`config.mk`:
```
export PLATFORM = sky130hd
export DESIGN_NAME = knn_topk_sort
export DESIGN_NICKNAME = d
export VERILOG_FILES = /design/src/rtl/knn_topk_sort.sv
export SDC_FILE = /design/constraint.sdc
export NUM_CORES = 2
export LEC_CHECK = 0
export CAP_MARGIN = 20
export CORE_MARGIN = 2
export CORE_UTILIZATION = 60
export CTS_CLUSTER_SIZE = 25
export DETAILED_ROUTE_END_ITERATION = 12
export GPL_TIMING_DRIVEN = 0
export HOLD_SLACK_MARGIN = 0.08
export PLACE_DENSITY = 0.84
export SKIP_CTS_REPAIR_TIMING = 1
export SLEW_MARGIN = 20
export SYNTH_ARGS = -nofsm -noshare
export SYNTH_HDL_FRONTEND = slang
export SYNTH_SLANG_ARGS = --single-unit
```
`constraint.sdc`:
```
create_clock -name clk -period 15.2 [get_ports clk]
set_clock_uncertainty 0.05 [all_clocks]
set_input_delay 4.56 -clock clk [delete_from_list [all_inputs] [get_ports clk]]
set_output_delay 4.56 -clock clk [all_outputs]
set_load 0.01 [all_outputs]
```
`src/rtl/knn_topk_sort.sv`:
```
// Streaming top-K selector: keeps the K nearest samples of a frame in a sorted insertion list, then drains them in rank order.
// Define KNN_TOPK_DESCENDING_EN to keep the K largest distances instead, drained in descending order.
module knn_topk_sort #(
   parameter int K  = 8,
   parameter int DW = 32,
   parameter int TW = 32,
   parameter int CW = $clog2(K + 1)
) (
   input  logic          clk,
   input  logic          rst,
   input  logic          in_valid,
   output logic          in_ready,
   input  logic [DW-1:0] in_distance,
   input  logic [TW-1:0] in_type,
   input  logic          in_last,
   output logic          out_valid,
   input  logic          out_ready,
   output logic [DW-1:0] out_distance,
   output logic [TW-1:0] out_type,
   output logic [CW-1:0] out_index,
   output logic          out_last
);

   typedef enum logic {S_LOAD, S_DRAIN} state_t;

   state_t        state_q, state_d;
   logic [DW-1:0] dist_q [K];
   logic [DW-1:0] dist_d [K];
   logic [TW-1:0] typ_q  [K];
   logic [TW-1:0] typ_d  [K];
   logic [CW-1:0] count_q, count_d;
   logic [CW-1:0] rd_q, rd_d;

   logic          accept;
   logic [CW-1:0] p;
   logic [DW-1:0] rd_dist;
   logic [TW-1:0] rd_typ;

   // An already stored entry ranks ahead of the incoming sample when this holds; ties favour the stored (earlier) one.
   function automatic logic ranks_first(input logic [DW-1:0] stored, input logic [DW-1:0] incoming);
`ifdef KNN_TOPK_DESCENDING_EN
      return stored >= incoming;
`else
      return stored <= incoming;
`endif
   endfunction

   assign accept = in_valid && (state_q == S_LOAD);

   always_comb begin
      p = '0;
      for (int i = 0; i < K; i++) begin
         if (CW'(i) < count_q && ranks_first(dist_q[i], in_distance))
            p = p + CW'(1);
      end
   end

   always_comb begin
      state_d = state_q;
      count_d = count_q;
      rd_d    = rd_q;
      dist_d  = dist_q;
      typ_d   = typ_q;
      if (state_q == S_LOAD) begin
         if (accept) begin
            if (p < CW'(K)) begin
               // Shift the tail down one slot; the old last entry falls off when the list is full.
               for (int i = 1; i < K; i++) begin
                  if (CW'(i) > p) begin
                     dist_d[i] = dist_q[i-1];
                     typ_d[i]  = typ_q[i-1];
                  end
               end
               for (int i = 0; i < K; i++) begin
                  if (CW'(i) == p) begin
                     dist_d[i] = in_distance;
                     typ_d[i]  = in_type;
                  end
               end
               count_d = (count_q == CW'(K)) ? count_q : count_q + CW'(1);
            end
            if (in_last) begin
               state_d = S_DRAIN;
               rd_d    = '0;
            end
         end
      end else if (out_ready) begin
         if (out_last) begin
            state_d = S_LOAD;
            count_d = '0;
            rd_d    = '0;
         end else begin
            rd_d = rd_q + CW'(1);
         end
      end
   end

   always_ff @(posedge clk) begin
      if (!rst) begin
         state_q <= S_LOAD;
         count_q <= '0;
         rd_q    <= '0;
         for (int i = 0; i < K; i++) begin
            dist_q[i] <= '0;
            typ_q[i]  <= '0;
         end
      end else begin
         state_q <= state_d;
         count_q <= count_d;
         rd_q    <= rd_d;
         dist_q  <= dist_d;
         typ_q   <= typ_d;
      end
   end

   always_comb begin
      rd_dist = '0;
      rd_typ  = '0;
      for (int i = 0; i < K; i++) begin
         if (rd_q == CW'(i)) begin
            rd_dist = dist_q[i];
            rd_typ  = typ_q[i];
         end
      end
   end

   // Drain outputs are forced to zero while loading so stale list contents never leak out.
   assign in_ready     = (state_q == S_LOAD);
   assign out_valid    = (state_q == S_DRAIN);
   assign out_distance = out_valid ? rd_dist : '0;
   assign out_type     = out_valid ? rd_typ : '0;
   assign out_index    = out_valid ? rd_q : '0;
   assign out_last     = out_valid && (rd_q == count_q - CW'(1));

endmodule

```
==> results.cfg <==
[critical_path]
path_max_fanout = 15
worstSetupStartpoint = in_distance[0]
endpoint = dist_q[101]
worstReg2RegEnd = dist_q[101]
r2r_slack_ns = 5.79
rr_startpoint = dist_q[193]
crit_path_start_kind = input pin
worst_ep_arrival_time_ns = 14.34
rr_worst_depth = 40
end_kind = flop
critPathKind = in -> reg
required_ns = 15.68
critPathMaxStageDelay_ns = 1.01
cp_slowest_cell = clkdlybuf4s50_1

[sta]
tns_ns = 0
final-setup-viol-count = 0
min_period_ns = 13.86
maxSlewViolCount = 0
rsz0062_at_grt = no
fin_crit_sh_pct = 91.2
max_freq_mhz = 72.1
hold_ws_ns = 0.413
hold_violations = 0
worst_slew_pin_slew_ns = 1.23
max-slew-margin-rel_pct = 18.1

[synthesis]
synth_top_family_by_area = compound AO/OA/AOI/OAI gates
synthArstFlopShare_pct = 0
synth.distinct_cells = 77
ys_ff_latch = 521
ys.flop_type = dfxtp_1
syn_avg_cell_area_um2 = 8.14
ys_seq_area_share_pct = 30.8
synth-compound-area-share_pct = 32.4
synthesis.nets = 4500
synthCells = 4159
synth-xor-area-share_pct = 0.887
synthAdderAreaFrac_pct = 10.0
synth_edf_count = 0
muxShareOfSynthArea_pct = 5.71
synthSimpleGateAreaFrac_pct = 14.5
ys_warn_count = 0
syn_area_mm2 = 0.0339

[clocking]
insertion_delay_ns = 0.66
htree_levels = 2
cts_tree = done
path_clk_slew_ns = 0.06
clockRootBuffer = clkbuf_16
cts_sinks = 521
clk_path_buf_depth = 3
numCtsBuffers = 58

[place]
place_area_mm2 = 0.0360
hpwl_um = 104000
gp_congestion = 1.03
io_buffers = 108
placed_cells = 5029

[floorplan]
num_rows = 87
die_area_mm2 = 0.0584
core_mm2 = 0.0561
die_y_um = 242
ioPinCount = 140
start_util_pct = 60.4
die_x_um = 242

[grt]
grt_usage_pct = 46.5
grt_max_degree = 16
antenna_found_initial = 13
first_global_vias = 35383
overflow = 0
grt_pass1_wl_um = 212000

[route]
ant_nets = 0
drt-total-wl_um = 141000
drtIter0Drc = 4997
topRoutingLayerUsed = met5
wl_per_cell_um = 27.4
first_pass_iters = 10
route.detailed.drc = 0
vias_per_cell = 7.19
vias = 37004
dr_wl_met2_um = 57000
met1_length_um = 53000
dr_wl_met3_um = 21500

[power]
combPwrFrac_pct = 24.4
switchingPower_uw = 1410
sw_frac_of_total_pct = 34.2
p_clk_share_pct = 36.2
power_frac_seq_pct = 39.5
p_per_area_mw_per_mm2 = 109
p_leak_uw = 0.0145
p_int_uw = 2720
ir_drop_mv = 0.0939

[final_layout]
stdcell_count = 5146
final_cell_mix = dfxtp_1 (521), a21oi_1 (407), clkbuf_1 (373)
regArea_mm2 = 0.0104
final_common_cell = dfxtp_1
multi_input_area_mm2 = 0.0216
final_cell_area_mm2 = 0.0380
layout.nets = 4674
fill_cells = 4692
drive_above_1_share_pct = 5.12
utilization_pct = 67.9
area_growth_syn_to_layout_pct = 12.3

[job]
cap_violations = 0

[outcome]
outcome = finished, final reports clean

[hold_path]
worst_hold_path_type = reg -> reg
metal layers:
layer  global-route usage, %  vias to the layer above
met5                       0                        -
met4                    28.9                       12
met3                    19.2                      644
met2                    66.0                     2733
met1                    58.3                    17369
li1                        -                    16246
kinds of logic (layout without fill, tap and decap cells):
| logic type | after synthesis | after routing |
|---|---|---|
| AND/OR/NAND/NOR | 1043 | 1043 |
| buffers and inverters | 501 | 721 |
| multiplexers | 193 | 193 |
| other | 0 | 11 |
| flip-flops | 521 | 521 |
| AO/OA/AOI/OAI | 1604 | 1604 |
| adder cells (fa/ha/maj) | 272 | 272 |
| XOR/XNOR | 25 | 25 |
flip-flops by register name, indices dropped and copies added (netlist names):
name,flops
count_q,4
dist_q,256
out_valid,1
rd_q,4
typ_q,256
power groups by stage:
stage	registers (uW)	logic (uW)	clock network, uW
after floorplan	1600	655	0
after global placement	1640	932	0
after detailed placement	1650	953	0
after CTS	1620	961	1480
after global routing	1640	1090	1530
final	1630	1010	1490
per-stage QoR:
| stage | worst slack [ns] | total power (uW) |
|---|---|---|
| floorplan | 3.67 | 2250 |
| global placement | 0.825 | 2580 |
| detailed placement | 1.28 | 2600 |
| CTS | 1.91 | 4060 |
| global route | 1.23 | 4250 |
| finish | 1.34 | 4130 |
area by class of cell:
cell class	instances	share of cell area, %
Multi-Input combinational cell	3137	56.7
Tap cell	756	2.49
Timing Repair Buffer	114	3.06
Sequential cell	521	27.4
Buffer	440	4.48
Antenna cell	11	0.0724
Clock buffer	93	4.69
Clock inverter	13	0.510
Inverter	61	0.602
synth_stat cells, types with 4 or more instances:
library cell / instances / area, um^2
a211oi_1: 202 / 1520
o2bb2ai_1: 64 / 561
a21oi_1: 407 / 2040
nand2b_1: 18 / 113
buf_1: 44 / 165
nor2_1: 232 / 871
a21o_1: 46 / 345
dfxtp_1: 521 / 10400
nor4_1: 7 / 43.8
nor3_1: 79 / 395
nand2_1: 363 / 1360
o211ai_1: 9 / 67.6
or3_1: 132 / 826
a221o_1: 5 / 50.1
o21ai_0: 363 / 1820
and3_1: 10 / 62.6
buf_2: 27 / 135
nand3_1: 86 / 430
a22oi_1: 5 / 37.5
a31oi_1: 6 / 37.5
ha_1: 272 / 3400
nor2b_1: 26 / 163
o21a_1: 7 / 52.6
a311oi_1: 192 / 1680
o221a_2: 64 / 721
xnor2_1: 11 / 96.3
nand3b_1: 4 / 30.0
and2_1: 12 / 75.1
inv_1: 60 / 225
and4_1: 7 / 61.3
a221oi_1: 134 / 1170
clkbuf_1: 368 / 1380
nand4_1: 50 / 313
mux2i_1: 192 / 1920
xor2_1: 7 / 61.3
o22a_1: 63 / 552
critical path, delay by kind of cell:
| family | cells | cell delay, ns |
|---|---|---|
| AOI/OAI and AO/OA | 15 | 2.97 |
| buffers and inverters | 5 | 2.42 |
| and+or+nand+nor | 12 | 1.99 |
| adders and majority gates | 5 | 1.32 |
| xor gates and xnor gates | 4 | 1.03 |
worst min path at each step:
| stage | startpoint | slack (ns) | endpoint | depth (start not counted) |
|---|---|---|---|---|
| final | typ_q[1] | 0.41 | typ_q[1] | 1 |
| after global routing | typ_q[7] | 0.43 | typ_q[7] | 1 |
| after CTS | typ_q[22] | 0.42 | typ_q[22] | 1 |
| after detailed placement | typ_q[30] | 0.40 | typ_q[30] | 1 |
| after global placement | typ_q[1] | 0.39 | typ_q[1] | 1 |
| after floorplan | typ_q[0] | 0.38 | typ_q[0] | 1 |
No activity file was read; power rests on OpenSTA's default activity.
